--- src/rtl/addr8s_mon_pkg.sv ---
`default_nettype none
// ============================================================================
// Module      : addr8s_mon_pkg
// Description : Shared types, widths and golden-sum helper for the
//               8-bit signed adder fault monitor.
// Revision    : 1.0 - initial release
// ============================================================================
package addr8s_mon_pkg;

    localparam int OPW  = 8;   // operand width
    localparam int SUMW = 9;   // exact sum width, cannot overflow

    typedef enum logic [1:0] {
        ST_MON   = 2'd0,
        ST_WARN  = 2'd1,
        ST_ALARM = 2'd2
    } mon_state_e;

    // Exact two's-complement sum: sign-extend both operands by one bit and add.
    function automatic logic [SUMW-1:0] golden_sum(input logic [OPW-1:0] a,
                                                   input logic [OPW-1:0] b);
        return {a[OPW-1], a} + {b[OPW-1], b};
    endfunction

endpackage
`default_nettype wire

--- src/rtl/addr8s_mon_sat_cnt.sv ---
`default_nettype none
// ============================================================================
// Module      : addr8s_mon_sat_cnt
// Description : Saturating up-counter with synchronous clear. Stops at MAX.
// Revision    : 1.0 - initial release
// ============================================================================
module addr8s_mon_sat_cnt
    import addr8s_mon_pkg::*;
#(
    parameter int           W   = 8,
    parameter logic [W-1:0] MAX = '1
) (
    input  logic         clk,
    input  logic         rst,
    input  logic         clr,
    input  logic         inc,
    output logic [W-1:0] cnt
);

    logic [W-1:0] cnt_q;
    logic [W-1:0] cnt_d;

    // Clear has priority over increment; increment holds at MAX.
    always_comb begin
        cnt_d = cnt_q;
        if (clr) begin
            cnt_d = '0;
        end else if (inc && (cnt_q != MAX)) begin
            cnt_d = cnt_q + 1'b1;
        end
    end

    // Counter register.
    always_ff @(posedge clk) begin
        if (rst) begin
            cnt_q <= '0;
        end else begin
            cnt_q <= cnt_d;
        end
    end

    assign cnt = cnt_q;

endmodule
`default_nettype wire

--- src/rtl/addr8s_fault_monitor.sv ---
`default_nettype none
// ============================================================================
// Module      : addr8s_fault_monitor
// Description : Two-stage valid/ready checker behind the 8-bit signed adder.
//               Recomputes the exact sum, flags mismatching beats, counts
//               total and consecutive mismatches and raises a sticky alarm.
//               Optional macro ADDR8S_MON_CORRECT_EN: forward the golden sum
//               in place of a faulty one (out_mis still reports the fault).
// Revision    : 1.0 - initial release
// ============================================================================
module addr8s_fault_monitor
    import addr8s_mon_pkg::*;
#(
    parameter int CNT_W  = 8,
    parameter int THRESH = 3
) (
    input  logic             clk,
    input  logic             rst,
    input  logic             in_valid,
    output logic             in_ready,
    input  logic [OPW-1:0]   in_a,
    input  logic [OPW-1:0]   in_b,
    input  logic [SUMW-1:0]  in_sum,
    output logic             out_valid,
    input  logic             out_ready,
    output logic [SUMW-1:0]  out_sum,
    output logic             out_mis,
    input  logic             clr,
    output logic             alarm,
    output logic [CNT_W-1:0] err_cnt,
    output logic [1:0]       state_o
);

    localparam logic [CNT_W-1:0] C_THRESH    = CNT_W'(THRESH);
    localparam logic [CNT_W-1:0] C_THRESH_M1 = CNT_W'(THRESH - 1);

    // Stage registers
    logic            s1_v_q,   s1_v_d;
    logic [OPW-1:0]  s1_a_q,   s1_a_d;
    logic [OPW-1:0]  s1_b_q,   s1_b_d;
    logic [SUMW-1:0] s1_sum_q, s1_sum_d;
    logic            s2_v_q,   s2_v_d;
    logic [SUMW-1:0] s2_sum_q, s2_sum_d;
    logic            s2_mis_q, s2_mis_d;
    mon_state_e      state_q,  state_d;

    logic            w_s2_ready;
    logic            w_s1_adv;
    logic            w_s1_load;
    logic [SUMW-1:0] w_golden;
    logic            w_mis;
    logic            w_mis_xfer;
    logic            w_clean_xfer;
    logic [SUMW-1:0] w_fwd_sum;
    logic [CNT_W-1:0] w_consec;
    logic            w_hit;

    assign w_s2_ready   = !s2_v_q || out_ready;
    assign w_s1_adv     = s1_v_q && w_s2_ready;
    assign in_ready     = !s1_v_q || w_s2_ready;
    assign w_s1_load    = in_valid && in_ready;
    assign w_golden     = golden_sum(s1_a_q, s1_b_q);
    assign w_mis        = (w_golden != s1_sum_q);
    // Counting happens only on the S1->S2 move, so a stalled beat counts once.
    assign w_mis_xfer   = w_s1_adv && w_mis;
    assign w_clean_xfer = w_s1_adv && !w_mis;

`ifdef ADDR8S_MON_CORRECT_EN
    assign w_fwd_sum = w_mis ? w_golden : s1_sum_q;
`else
    assign w_fwd_sum = s1_sum_q;
`endif

    // Stage loads: S1 takes a new beat on handshake, S2 takes S1 when it advances.
    always_comb begin
        s1_v_d   = s1_v_q;
        s1_a_d   = s1_a_q;
        s1_b_d   = s1_b_q;
        s1_sum_d = s1_sum_q;
        s2_v_d   = s2_v_q;
        s2_sum_d = s2_sum_q;
        s2_mis_d = s2_mis_q;
        if (w_s1_load) begin
            s1_v_d   = 1'b1;
            s1_a_d   = in_a;
            s1_b_d   = in_b;
            s1_sum_d = in_sum;
        end else if (w_s1_adv) begin
            s1_v_d   = 1'b0;
        end
        if (w_s1_adv) begin
            s2_v_d   = 1'b1;
            s2_sum_d = w_fwd_sum;
            s2_mis_d = w_mis;
        end else if (s2_v_q && out_ready) begin
            s2_v_d   = 1'b0;
        end
    end

    // Pipeline registers; only rst flushes in-flight beats.
    always_ff @(posedge clk) begin
        if (rst) begin
            s1_v_q   <= 1'b0;
            s1_a_q   <= '0;
            s1_b_q   <= '0;
            s1_sum_q <= '0;
            s2_v_q   <= 1'b0;
            s2_sum_q <= '0;
            s2_mis_q <= 1'b0;
        end else begin
            s1_v_q   <= s1_v_d;
            s1_a_q   <= s1_a_d;
            s1_b_q   <= s1_b_d;
            s1_sum_q <= s1_sum_d;
            s2_v_q   <= s2_v_d;
            s2_sum_q <= s2_sum_d;
            s2_mis_q <= s2_mis_d;
        end
    end

    addr8s_mon_sat_cnt #(
        .W   (CNT_W),
        .MAX ('1)
    ) u_err_cnt (
        .clk (clk),
        .rst (rst),
        .clr (clr),
        .inc (w_mis_xfer),
        .cnt (err_cnt)
    );

    // A clean beat breaks the run of consecutive mismatches.
    addr8s_mon_sat_cnt #(
        .W   (CNT_W),
        .MAX (C_THRESH)
    ) u_consec_cnt (
        .clk (clk),
        .rst (rst),
        .clr (clr || w_clean_xfer),
        .inc (w_mis_xfer),
        .cnt (w_consec)
    );

    // This mismatch completes the run when the count already sits at THRESH-1.
    assign w_hit = (w_consec >= C_THRESH_M1);

    // FSM state register.
    always_ff @(posedge clk) begin
        if (rst) begin
            state_q <= ST_MON;
        end else begin
            state_q <= state_d;
        end
    end

    // Next state and decoded outputs; clr beats a concurrent mismatch.
    always_comb begin
        state_d = state_q;
        alarm   = (state_q == ST_ALARM);
        state_o = state_q;
        if (clr) begin
            state_d = ST_MON;
        end else if (w_mis_xfer) begin
            state_d = ((state_q == ST_ALARM) || w_hit) ? ST_ALARM : ST_WARN;
        end else if (w_clean_xfer && (state_q == ST_WARN)) begin
            state_d = ST_MON;
        end
    end

    assign out_valid = s2_v_q;
    assign out_sum   = s2_sum_q;
    assign out_mis   = s2_mis_q;

endmodule
`default_nettype wire
--- config.mk ---
export PLATFORM = sky130hd
export DESIGN_NAME = addr8s_fault_monitor
export DESIGN_NICKNAME = d
export VERILOG_FILES = /design/src/rtl/addr8s_mon_pkg.sv /design/src/rtl/addr8s_mon_sat_cnt.sv /design/src/rtl/addr8s_fault_monitor.sv
export SDC_FILE = /design/constraint.sdc
export NUM_CORES = 1
export LEC_CHECK = 0
export CELL_PAD_IN_SITES_DETAIL_PLACEMENT = 1
export CELL_PAD_IN_SITES_GLOBAL_PLACEMENT = 2
export CORE_MARGIN = 2
export CORE_UTILIZATION = 30
export DETAILED_ROUTE_END_ITERATION = 8
export GPL_TIMING_DRIVEN = 0
export PLACE_DENSITY_LB_ADDON = 0.1
export REMOVE_ABC_BUFFERS = 1
export SLEW_MARGIN = 10
export SYNTH_ARGS = -nofsm -noshare
export SYNTH_HDL_FRONTEND = slang
export SYNTH_HIERARCHICAL = 1
export SYNTH_SLANG_ARGS = --single-unit
--- constraint.sdc ---
create_clock -name clk -period 3.85 [get_ports clk]
set_input_delay 0.77 -clock clk [delete_from_list [all_inputs] [get_ports clk]]
set_output_delay 0.77 -clock clk [all_outputs]
set_load 0.02 [all_outputs]
==> results.py, run 1 <==
metrics = {
    "outcome": {
        "status": "complete, no violations",
    },
    "timing": {
        "tns_ns": 0,
        "layout_worst_path_cycle_share_pct": 89.0,
        "setup_viol": 0,
        "fmax_mhz": 292,
        "tightest_slew_ns": 0.989,
        "clock_skew_ns": 0.00653,
        "slew-limit-headroom_pct": 33.9,
        "fin_ws_ns": 0.423,
        "slew_viol_final": 0,
        "rsz0062_at_grt": "no",
        "min_period_ns": 3.43,
        "finalHoldViolCount": 0,
    },
    "critical_path": {
        "path_class": "reg -> reg",
        "crit_required_ns": 4.07,
        "worst-path-buf-inv": 0,
        "critPathLaunchType": "flop",
        "critical_path.max_fanout": 10,
        "cp-end-kind": "flop",
        "crit_arrival_ns": 3.65,
        "cpMaxStageDelayCell": "nor2_1",
        "crit_family": "simple AND/OR/NAND/NOR gates",
        "crit_chain": "ha_1 > fa_1 > xnor2_1 > xnor2_1 > a31oi_1 > and4_1 > and2_2 > nor2_1 > and4_1 > a31oi_1 > a2111oi_4",
        "slowest_delay_ns": 0.52,
    },
    "cells_and_area": {
        "nets": 419,
        "multi_input_area_sq_um": 1520,
        "area_delta_synth_final_pct": 26.9,
        "final_cell_mix": "nand2_1 (85), dfxtp_1 (55), clkdlybuf4s50_1 (51), a21oi_1 (50), nor2_1 (15)",
        "final_cells": 486,
        "n_fill_cell": 1043,
        "final_common_cell": "nand2_1",
        "regArea_sq_um": 1100,
        "layout-drive-gt1-share_pct": 4.76,
        "diodes": 0,
    },
    "grt": {
        "antenna_found_initial": 0,
        "track_usage_pct": 14.2,
        "grt_overflow_total": 0,
        "grt_max_degree": 26,
        "grt_pass1_vias": 2450,
        "grt_pass1_wl_microns": 11400,
    },
    "floorplanning": {
        "die_w_microns": 98.8,
        "core_sq_um": 8720,
        "initial_core_util_pct": 30.9,
        "die_y_microns": 98.8,
        "die_area_sq_um": 9750,
        "pin_count": 53,
        "rows": 34,
    },
    "power_and_ir_drop": {
        "leakage_nw": 1.26,
        "powerDensity_nw_per_um2": 336,
        "ir_drop_mv": 0.162,
        "finalPower_w": 0.00115,
    },
    "synth": {
        "syn_avg_cell_area_sq_um": 8.16,
        "synthesis.area_sq_um": 2690,
        "synth-seq-cells": 55,
        "synth_cell_types": 47,
        "async_reset_ff_share_pct": 0,
        "synth_ff_type": "dfxtp_1",
        "synth.area.top_cells": "dfxtp_1 (41%), nand2_1 (12%), a21oi_1 (9.3%)",
        "ys_seq_area_share_pct": 40.9,
        "syn_inst": 330,
        "yosysTopAreaCell": "dfxtp_1",
        "synth.yosys.warnings": 6,
        "synth_edf_count": 0,
        "synth_top_cell_area_share_pct": 40.9,
    },
    "clock_network": {
        "clockBufferDepth": 2,
        "clock_sinks": 55,
        "cts_resized": 0,
        "cts.clk_slew.worst_paths_ns": 0.10,
        "worstSkewPairLatency_ns": 0.31,
        "cts_made_buffers": 5,
        "cts_tree": "built",
        "cts-hold-fix-buffers": 0,
        "cts-root-buf": "clkbuf_8",
        "htree_num_levels": 2,
        "cts_setup_buffers": 0,
    },
    "detailed_routing": {
        "drt-total-wl_microns": 6780,
        "drc_errors": 0,
        "first_pass_iters": 4,
        "via_per_inst": 4.98,
        "vias": 2421,
        "drtIter0Drc": 41,
        "ant_nets": 0,
        "routedWlPerCell_microns": 14.0,
    },
    "flow_run": {
        "maxCapViolations": 0,
    },
    "min_path": {
        "worstHoldPathType": "reg -> reg",
    },
    "placed_design": {
        "dp_hpwl_microns": 5070,
        "io_buffers": 52,
        "pre_cts_slack_ns": 0.363,
        "dp.cells": 478,
        "finalWeightedCongestion": 0.762,
    },
}
## where the power goes
group	total [W]	switching [W]	internal, W	leakage (nW)
combinational	0.000187	0.0000987	0.0000883	0.759
clock	0.000356	0.000191	0.000165	0.0515
sequential	0.000605	0.0000156	0.000589	0.449
total	0.00115	0.000306	0.000843	1.26
## flip-flops by register name (all words and copies together), names as in the netlist
| signal | count |
|---|---|
| out_sum | 9 |
| s1_sum_q | 9 |
| s1_a_q | 8 |
| s1_b_q | 8 |
| u_consec_cnt/cnt | 8 |
| u_err_cnt/cnt | 8 |
| state_o | 2 |
| out_mis | 1 |
| out_valid | 1 |
| s1_v_q | 1 |
## final timing paths
check                                             start                            end  slack (ns)  cells after the start
worst max-delay path             s1_a_q[0]$_SDFFE_PP0P_  u_err_cnt/cnt[5]$_SDFFE_PP0P_        0.42                     11
worst min-delay path            out_sum[0]$_SDFFE_PP0P_        out_sum[0]$_SDFFE_PP0P_        0.46                      2
worst max register to register   s1_a_q[0]$_SDFFE_PP0P_  u_err_cnt/cnt[5]$_SDFFE_PP0P_        0.42                     11
worst min register to register  out_sum[0]$_SDFFE_PP0P_        out_sum[0]$_SDFFE_PP0P_        0.46                      2
## through the flow
step	area, sq um	util (%)	hold slack (ns)
after floorplan	2640	-	0.434
after global placement	3300	37.8	0.448
after detailed placement	3320	38.1	0.451
after CTS	3420	39.2	0.467
after global routing	3420	39.2	0.483
final	3420	39.2	0.462
## cells in the mapped netlist, types with 2 or more instances
master / instances
a211o_1: 2
a21oi_1: 50
nand2b_1: 3
dfxtp_1: 55
xor2_1: 5
a21o_1: 3
nand4_1: 8
xnor2_1: 8
nor2_1: 15
or3_1: 5
a2111oi_4: 2
inv_1: 5
nor4b_1: 2
a31oi_1: 3
or4_1: 2
nor2b_1: 2
a21boi_1: 2
nand3_1: 6
nand2_1: 85
and4_1: 3
o21ai_0: 4
nor3_1: 4
and3_1: 4
clkbuf_1: 12
o21a_1: 2
mux2i_1: 7
ha_1: 11
## logic make-up after synthesis
family	count (synthesis)	synth area share (%)
muxes	7	2.60
DFF	55	40.9
buffers and inverters	18	2.65
adders and majority gates	12	5.85
AOI/OAI and AO/OA	78	18.5
and+or+nand+nor	147	25.3
xor gates and xnor gates	13	4.23
## metal layers
layer / routed length, microns / vias up / GRT usage [%]
li1: - / 1244 / -
met1: 3100 / 1136 / 17.9
met2: 3440 / 34 / 24.7
met3: 185 / 7 / 2.70
met4: 63 / 0 / 3.48
met5: 0 / - / 0
## final cells by class
cell class,instances,share of cell area (%)
well taps,108,3.95
repair buffers,53,15.9
multi-input cells,257,44.5
inverters,5,0.549
flip-flops and latches,55,32.2
clock buffers,8,2.93
## worst register-to-register path, delay by kind of cell, from the launching register on
family          cells  cell delay [ns]
fa+ha+maj           2             0.66
flops               1             0.33
xor+xnor            2             0.44
compound gates      3             0.54
simple gates        4             1.36
Note: power is estimated with default switching activity, not from simulation.
==> inputs of run 2 (changes only) <==
clock period = 3.2 ns   (was 3.85 ns; I/O delays follow)
==> run 2 against run 1 <==
Non-clock buffer count is 1 higher. Register-to-register slack worse by 0.22 ns. Critical path depth stayed put. Die area stayed put.
==> results.py, run 2 (same netlist as run 1, synthesis figures left out) <==
metrics = {
    "grt": {
        "antenna_found_initial": 0,
        "grt_overflow_total": 0,
        "grt_pass1_wl_microns": 11400,
        "grt_max_degree": 26,
        "grt_pass1_vias": 2448,
        "track_usage_pct": 14.2,
    },
    "cells_and_area": {
        "layout-drive-gt1-share_pct": 6.07,
        "area_delta_synth_final_pct": 27.8,
        "final_cell_mix": "nand2_1 (85), dfxtp_1 (55), clkdlybuf4s50_1 (51), a21oi_1 (50), nor2_1 (14)",
        "nets": 420,
        "stdcell_area_sq_um": 3440,
        "diodes": 0,
        "final_common_cell": "nand2_1",
    },
    "timing": {
        "layout_worst_path_cycle_share_pct": 93.7,
        "holdWs_ns": 0.461,
        "clock_skew_ns": 0.00339,
        "slew-limit-headroom_pct": 33.9,
        "fmax_mhz": 334,
        "finalHoldViolCount": 0,
        "min_period_ns": 3.00,
        "setup_viol": 0,
        "tightest_slew_ns": 0.990,
        "rsz0062_at_grt": "no",
        "slew_viol_final": 0,
    },
    "detailed_routing": {
        "drtIter0Drc": 41,
        "vias": 2449,
        "drc_errors": 0,
        "routedWlPerCell_microns": 14.0,
        "drt-total-wl_microns": 6830,
        "via_per_inst": 5.03,
        "first_pass_iters": 4,
        "ant_nets": 0,
    },
    "floorplanning": {
        "initial_core_util_pct": 30.9,
        "die_y_microns": 98.8,
        "die_w_microns": 98.8,
        "pin_count": 53,
        "core_sq_um": 8720,
        "die_area_sq_um": 9750,
        "rows": 34,
    },
    "critical_path": {
        "path_class": "reg -> reg",
        "crit_arrival_ns": 3.22,
        "cp-end-kind": "flop",
        "crit_required_ns": 3.42,
        "critPathLaunchType": "flop",
        "critical_path.max_fanout": 10,
    },
    "clock_network": {
        "cts-root-buf": "clkbuf_8",
        "clockBufferDepth": 2,
        "worstSkewPairLatency_ns": 0.30,
        "cts.clk_slew.worst_paths_ns": 0.10,
        "cts_tree": "built",
        "cts-hold-fix-buffers": 0,
        "htree_num_levels": 2,
        "cts_made_buffers": 5,
        "clock_sinks": 55,
    },
    "power_and_ir_drop": {
        "powerDensity_nw_per_um2": 402,
        "leakage_nw": 1.26,
        "finalPower_w": 0.00138,
        "ir_drop_mv": 0.195,
    },
    "flow_run": {
        "maxCapViolations": 0,
    },
    "placed_design": {
        "place_area_sq_um": 3320,
        "io_buffers": 52,
        "finalWeightedCongestion": 0.762,
        "dp_hpwl_microns": 5070,
    },
    "outcome": {
        "status": "complete, no violations",
    },
    "min_path": {
        "worstHoldPathType": "reg -> reg",
    },
}
-- run 2: cell type report --
class | instances | area, sq um
multi-input cells | 257 | 1540
well taps | 108 | 135
repair buffers | 54 | 551
fillers | 1040 | 5280
flip-flops and latches | 55 | 1100
inverters | 5 | 18.8
clock buffers | 8 | 100
-- run 2: metal layers --
layer  routed length (microns)  global-route usage (%)  up-vias
li1                          -                       -     1249
met4                        61                    3.48        0
met2                      3460                    24.7       33
met3                       183                    2.70        6
met1                      3120                    17.9     1161
met5                         0                       0        -
-- run 2: path summary, 6_finish.rpt --
path | endpoint | start | slack, ns | cells after the start
max | u_err_cnt/cnt[5]$_SDFFE_PP0P_ | s1_a_q[0]$_SDFFE_PP0P_ | 0.20 | 11
min reg2reg | out_sum[0]$_SDFFE_PP0P_ | out_sum[0]$_SDFFE_PP0P_ | 0.46 | 2
min | out_sum[0]$_SDFFE_PP0P_ | out_sum[0]$_SDFFE_PP0P_ | 0.46 | 2
max reg2reg | u_err_cnt/cnt[5]$_SDFFE_PP0P_ | s1_a_q[0]$_SDFFE_PP0P_ | 0.20 | 11
-- run 2: power breakdown --
group	total [W]	switching (W)	internal (W)
clock network	0.000425	0.000227	0.000198
registers	0.000728	0.0000188	0.000709
logic	0.000231	0.000121	0.000110
total	0.00138	0.000366	0.00102
-- run 2: worst max-delay path, stage by stage (launching register included) --
cell       delay, ns
dfxtp_1         0.33
ha_1            0.23
fa_2            0.55
xnor2_1         0.11
o21ai_0         0.09
a2111oi_0       0.30
and4_2          0.33
and2_4          0.18
nor2_4          0.07
and4_4          0.26
and3_1          0.21
a2111oi_4       0.27
-- run 2: what timing repair did --
action / in CTS / in global routing
resized for setup: 2 / 5
setup endpoints to repair: 9 / 3
setup buffers: 0 / 1
pin swaps: 0 / 3
endpoints found under the hold margin: 0 / 0
-- run 2: stage by stage --
stage / utilization [%] / cells / setup WS (ns) / TNS, ns
floorplan: - / 317 / 0.324 / 0
global placement: 37.8 / 477 / -0.225 / -0.933
detailed placement: 38.1 / 478 / -0.287 / -1.38
CTS: 39.3 / 486 / 0.0327 / 0
global route: 39.5 / 487 / 0.0228 / 0
finish: 39.5 / 487 / 0.202 / 0
==> inputs of run 3 (changes only) <==
ABC_CLOCK_PERIOD_IN_PS = 3200   (was default)
==> results of run 3 <==
Same layout as run 2: the final DEF is identical, and so are final timing and power.
